<file path="src/rtl/shift_normalizer_pkg.sv">
// Shared types and constants for the shift_normalizer block.
package shift_normalizer_pkg;

  typedef enum logic [1:0] {
    IDLE  = 2'd0,
    SHIFT = 2'd1,
    DONE  = 2'd2
  } state_t;

  localparam int WIDTH_DEF = 32;
  localparam int CW_DEF    = 6;
  localparam int STEPS     = 5;

endpackage

</file>
<file path="src/rtl/shift_normalizer_step.sv">
// One binary-search step of the normalizer.
// CLZ (mode=0): take when the top k bits are all zero.
// CLS (mode=1): take when the top k+1 bits are all equal.
// When take is set, the caller uses shifted = work << k (zero fill).
module shift_normalizer_step #(
  parameter int WIDTH = 32,
  parameter int CW    = $clog2(WIDTH) + 1
) (
  input  logic [WIDTH-1:0] work,
  input  logic [CW-1:0]    k,
  input  logic             mode,
  output logic             take,
  output logic [WIDTH-1:0] shifted
);

  logic [WIDTH-1:0] mask_k, mask_k1, top_k, top_k1;

  // Build masks for the top k / k+1 bits and test them.
  always_comb begin
    mask_k  = ~({WIDTH{1'b1}} >> k);
    mask_k1 = ~({WIDTH{1'b1}} >> (k + CW'(1)));
    top_k   = work & mask_k;
    top_k1  = work & mask_k1;
    if (mode) take = (top_k1 == '0) || (top_k1 == mask_k1);
    else      take = (top_k == '0);
    shifted = work << k;
  end

endmodule

</file>
<file path="src/rtl/shift_normalizer.sv">
// Multi-cycle normalizer: CLZ / CLS shift count plus normalized operand,
// using a fixed-latency binary search (one step per cycle).
// Optional macro SHIFT_NORMALIZER_BACK2BACK_EN lets a new operand be
// accepted on the same edge the result is consumed.
module shift_normalizer
  import shift_normalizer_pkg::*;
#(
  parameter int WIDTH = WIDTH_DEF,
  parameter int CW    = $clog2(WIDTH) + 1
) (
  input  logic             clk,
  input  logic             rst_n,
  input  logic             in_valid,
  output logic             in_ready,
  input  logic [WIDTH-1:0] in_data,
  input  logic             in_signed,
  output logic             out_valid,
  input  logic             out_ready,
  output logic [CW-1:0]    out_count,
  output logic [WIDTH-1:0] out_norm,
  output logic             out_zero
);

  localparam int LOG2W = $clog2(WIDTH);
  localparam int SW    = $clog2(LOG2W);
  localparam logic [SW-1:0] STEP_INIT = SW'(LOG2W - 1);

  state_t           state_q, state_d;
  logic [WIDTH-1:0] work_q;
  logic [CW-1:0]    cnt_q;
  logic             mode_q;
  logic             zero_q;
  logic [SW-1:0]    step_q;

  logic [CW-1:0]    k;
  logic             take;
  logic [WIDTH-1:0] work_sh;
  logic             accept;
  logic             zero_det;
  logic             last_step;
  logic [CW-1:0]    res_cnt;
  logic [WIDTH-1:0] res_norm;

  assign k         = CW'(1) << step_q;
  assign accept    = in_valid && in_ready;
  assign last_step = (state_q == SHIFT) && (step_q == '0);
  assign out_valid = (state_q == DONE);
  assign zero_det  = in_signed ? ((in_data == '0) || (&in_data)) : (in_data == '0);
  assign res_cnt   = take ? (cnt_q + k) : cnt_q;
  assign res_norm  = take ? work_sh : work_q;

  shift_normalizer_step #(.WIDTH(WIDTH), .CW(CW)) u_step (
    .work    (work_q),
    .k       (k),
    .mode    (mode_q),
    .take    (take),
    .shifted (work_sh)
  );

  // State register.
  always_ff @(posedge clk or negedge rst_n) begin
    if (!rst_n) state_q <= IDLE;
    else        state_q <= state_d;
  end

  // Next state and input-side ready.
  always_comb begin
    state_d  = state_q;
    in_ready = 1'b0;
    case (state_q)
      IDLE: begin
        in_ready = rst_n;
        if (accept) state_d = SHIFT;
      end
      SHIFT: begin
        if (step_q == '0) state_d = DONE;
      end
      DONE: begin
`ifdef SHIFT_NORMALIZER_BACK2BACK_EN
        in_ready = rst_n && out_ready;
`endif
        if (out_ready) state_d = accept ? SHIFT : IDLE;
      end
      default: state_d = IDLE;
    endcase
  end

  // Search datapath: load on accept, one conditional shift per SHIFT cycle.
  always_ff @(posedge clk or negedge rst_n) begin
    if (!rst_n) begin
      work_q <= '0;
      cnt_q  <= '0;
      mode_q <= 1'b0;
      zero_q <= 1'b0;
      step_q <= STEP_INIT;
    end else if (accept) begin
      work_q <= in_data;
      cnt_q  <= '0;
      mode_q <= in_signed;
      zero_q <= zero_det;
      step_q <= STEP_INIT;
    end else if (state_q == SHIFT) begin
      work_q <= res_norm;
      cnt_q  <= res_cnt;
      // Park the index at its start value once the search finishes.
      step_q <= (step_q == '0) ? STEP_INIT : step_q - SW'(1);
    end
  end

  // Result registers: captured on entry to DONE, held until the next result.
  always_ff @(posedge clk or negedge rst_n) begin
    if (!rst_n) begin
      out_count <= '0;
      out_norm  <= '0;
      out_zero  <= 1'b0;
    end else if (last_step) begin
      out_zero <= zero_q;
      // All-zero CLZ operand reports the full width; search alone tops out at WIDTH-1.
      if (zero_q && !mode_q) begin
        out_count <= CW'(WIDTH);
        out_norm  <= '0;
      end else begin
        out_count <= res_cnt;
        out_norm  <= res_norm;
      end
    end
  end

endmodule

</file>
<file path="config.mk">
export PLATFORM = sky130hd
export DESIGN_NAME = shift_normalizer
export DESIGN_NICKNAME = d
export VERILOG_FILES = /design/src/rtl/shift_normalizer_pkg.sv /design/src/rtl/shift_normalizer_step.sv /design/src/rtl/shift_normalizer.sv
export SDC_FILE = /design/constraint.sdc
export NUM_CORES = 1
export LEC_CHECK = 0
export ABC_AREA = 1
export CELL_PAD_IN_SITES_DETAIL_PLACEMENT = 0
export CELL_PAD_IN_SITES_GLOBAL_PLACEMENT = 1
export CORE_ASPECT_RATIO = 1.75
export CORE_MARGIN = 3
export CORE_UTILIZATION = 38
export CTS_BUF_LIST = sky130_fd_sc_hd__clkbuf_4
export CTS_CLUSTER_DIAMETER = 40
export DETAILED_ROUTE_END_ITERATION = 6
export HOLD_SLACK_MARGIN = 0.03
export PLACE_DENSITY = 0.9
export SYNTH_ARGS = -nofsm -noshare
export SYNTH_HDL_FRONTEND = slang
export SYNTH_HIERARCHICAL = 1
export SYNTH_SLANG_ARGS = --single-unit
export TNS_END_PERCENT = 30
</file>
<file path="constraint.sdc">
create_clock -name clk -period 4.3 [get_ports clk]
set_clock_uncertainty 0.05 [all_clocks]
set_input_delay 0.43 -clock clk [delete_from_list [all_inputs] [get_ports clk]]
set_output_delay 0.43 -clock clk [all_outputs]
set_load 0.02 [all_outputs]
</file>
==> results.py <==
metrics = {
    "setup_path": {
        "path_max_fanout": 23,
        "worstSetupPathType": "reg -> reg",
        "required_ns": 4.57,
        "endpoint_kind": "flip-flop",
        "crit_top_cell": "nand2_1",
        "cp_data_arrival_time_ns": 4.17,
        "start_kind": "flip-flop",
        "crit_slowest_cell": "dfrtp_1",
        "path_cells": "nor2_1 -> nand2_1 -> inv_2 -> ha_1 -> inv_1 -> ha_1 -> nor2_1 -> nand3_1 -> nand2_1 -> nand2_1 -> nand2_1 -> nand2_1 -> nor2_1 -> nand2_1 -> nor2_1 -> nand2_1 -> nand2_1 -> nand2_1 -> nand2_2 -> buf_12 -> mux2i_1 -> o221ai_2",
        "max_stage_delay_ns": 0.46,
    },
    "yosys": {
        "synth_edf_count": 0,
        "ys.flop_type": "dfrtp_1",
        "syn_area_sq_um": 7230,
        "ys_async_sr_fraction_pct": 100,
        "yosysUniqueCellTypes": 48,
        "yosys.area.top_type": "dfrtp_1",
        "yosys.area.top_type_share_pct": 28.7,
        "seq_area_frac_synth_pct": 29.1,
        "ys_ff_latch": 84,
        "syn_avg_cell_area_sq_um": 6.72,
        "synthesis.nets": 1127,
        "synthTopCellsByArea": "dfrtp_1 29%, nand2_1 19%, mux2i_1 6.5%",
        "yosys_warnings": 6,
        "synthCells": 1076,
    },
    "final_layout": {
        "final_nets": 1190,
        "final_cells": 1382,
        "syn_to_final_growth_pct": 16.0,
        "drive_above_1_share_pct": 7.96,
    },
    "sta": {
        "fin_crit_sh_pct": 90.5,
        "rsz0062_at_grt": "no",
        "clock.fmax_mhz": 257,
        "min_period_ns": 3.89,
        "slew_headroom_pct": 40.1,
        "whs_ns": 0.294,
        "hold_violations": 0,
        "finalMaxSlewViolations": 0,
        "fin_tns_setup_ns": 0,
        "setup_viol": 0,
        "max_slew.worst_pin.slew_ns": 0.899,
    },
    "route": {
        "viasPerCell": 5.75,
        "first_iter_violations": 672,
        "wirelength_mm": 28.6,
        "routedWlPerCell_microns": 20.7,
        "first_pass_iters": 6,
        "antenna_left": 0,
        "drc": 0,
        "vias": 7945,
    },
    "clocking": {
        "clkLatencyLatePin_ns": 0.46,
        "cts_setup_buffers": 0,
        "cts_tree": "yes",
        "cts_resized": 0,
        "htreeDepth": 3,
        "clkSlewWorstSetupHoldPaths_ns": 0.14,
        "clockBufferDepth": 2,
        "cts_buffers": 9,
        "cts-root-buf": "clkbuf_4",
        "clkSinkCount": 84,
    },
    "pwr": {
        "vdd_drop_max_uv": 582,
        "leakage_nw": 4.03,
        "power_w": 0.00740,
        "cellPowerDensity_nw_per_um2": 883,
    },
    "flow_run": {
        "maxCapViolCount": 0,
    },
    "global_route": {
        "grt_max_degree": 72,
        "grt_pass1_wl_mm": 44.8,
        "grt_overflow": 0,
        "grt_pass1_vias": 8161,
        "grt_usage_pct": 28.4,
        "antenna_found_initial": 1,
    },
    "min_path": {
        "hp-class": "in -> async",
    },
    "placed_design": {
        "routabilityCongestion": 1.01,
        "dpl.hpwl_mm": 22.6,
        "port_buffers": 77,
        "placedCellCount": 1365,
    },
    "die": {
        "die_w_microns": 110,
        "rows": 66,
        "start_util_pct": 38.7,
        "dieHeight_microns": 188,
        "core-area_sq_um": 18700,
        "dieArea_sq_um": 20800,
        "ios": 78,
    },
    "run_status": {
        "status": "finished clean",
    },
}
-- cells in the mapped netlist (all sizes together), types with 3 or more instances --
cell	n
inv	112
clkbuf	10
nand3	55
ha	13
mux2i	47
dfrtp	83
nand4	22
nand2	377
o21ai	114
or2	3
a31oi	7
buf	44
o211ai	12
o22ai	10
a21oi	15
nor3	10
o221ai	38
nor2	82
-- final timing paths --
check / from / end / slack, ns / depth (start not counted)
worst max-delay path: step_q[0] / work_q[21] / 0.41 / 22
worst min-delay path: rst_n / out_norm[15] / 0.29 / 2
worst max register to register: step_q[0] / work_q[21] / 0.41 / 22
worst min register to register: out_count[3] / out_count[3] / 0.45 / 2
max in group asynchronous: rst_n / cnt_q[4] / 2.74 / 3
min in group clk: out_count[3] / out_count[3] / 0.45 / 2
-- critical path: cells and delay by family, from the launching register on --
family | cells | cell delay [ns]
compound gates | 1 | 0.14
fa+ha+maj | 2 | 0.60
buf+inv | 3 | 0.42
flops | 1 | 0.46
mux | 1 | 0.37
simple gates | 15 | 1.68
-- state kept, by name (all words and copies together) (netlist names) --
name	flops
out_count	6
work_q	32
mode_q	1
out_zero	1
zero_q	1
cnt_q	6
state_q	2
out_norm	32
step_q	3
-- placed cells by master, fill, tap and decap left out, types with 23 or more instances in the layout --
master,synthesis,layout
o21ai_1,33,33
nor2_1,78,78
dfrtp_1,83,83
nand3_1,54,54
o221ai_2,23,23
mux2i_1,47,47
buf_4,5,26
nand2_1,374,373
inv_1,106,106
o21ai_0,81,81
clkdlybuf4s50_1,0,76
-- power by group --
part | leakage [nW] | switching [W] | total (W) | internal, W
clock network | 0.0729 | 0.000280 | 0.000467 | 0.000187
registers | 1.08 | 0.000486 | 0.00161 | 0.00112
logic | 2.88 | 0.00352 | 0.00533 | 0.00180
-- cells by family after synthesis --
family / Yosys count / synth area share (%)
flops: 84 / 29.1
simple gates: 552 / 31.5
compound gates: 210 / 19.8
mux: 47 / 6.51
buf+inv: 168 / 10.4
fa+ha+maj: 14 / 2.53
xor+xnor: 1 / 0.121
-- layer usage --
layer	GRT usage (%)	wire, microns	part of all wire, %
met1	31.5	10200	36
met2	48.3	14400	51
met3	3.53	1580	5.5
met4	21.1	2380	8.3
met5	0	0	0
-- cell type report --
type	count	area (sq um)
clock inverter	4	51.3
sequential	84	2100
antenna	1	2.50
multi-input combinational	824	4390
clock buffer	11	82.6
inverter	114	430
timing repair buffer	106	1030
fill	1978	10300
tap	238	298
-- what timing repair did --
item	4_1_cts	5_1_grt
hold buffers	1	0
setup endpoints to repair	0	0
hold endpoints to repair	13	0
-- metrics by stage --
stage | area (sq um) | utilization, % | setup WS [ns]
after floorplan | 7230 | - | 0.244
after global placement | 8240 | 44.1 | 0.491
after detailed placement | 8240 | 44.1 | 0.504
after CTS | 8380 | 44.9 | 0.488
after global routing | 8380 | 44.9 | 0.160
final | 8380 | 44.9 | 0.407
(Power assumes the default switching activity.)
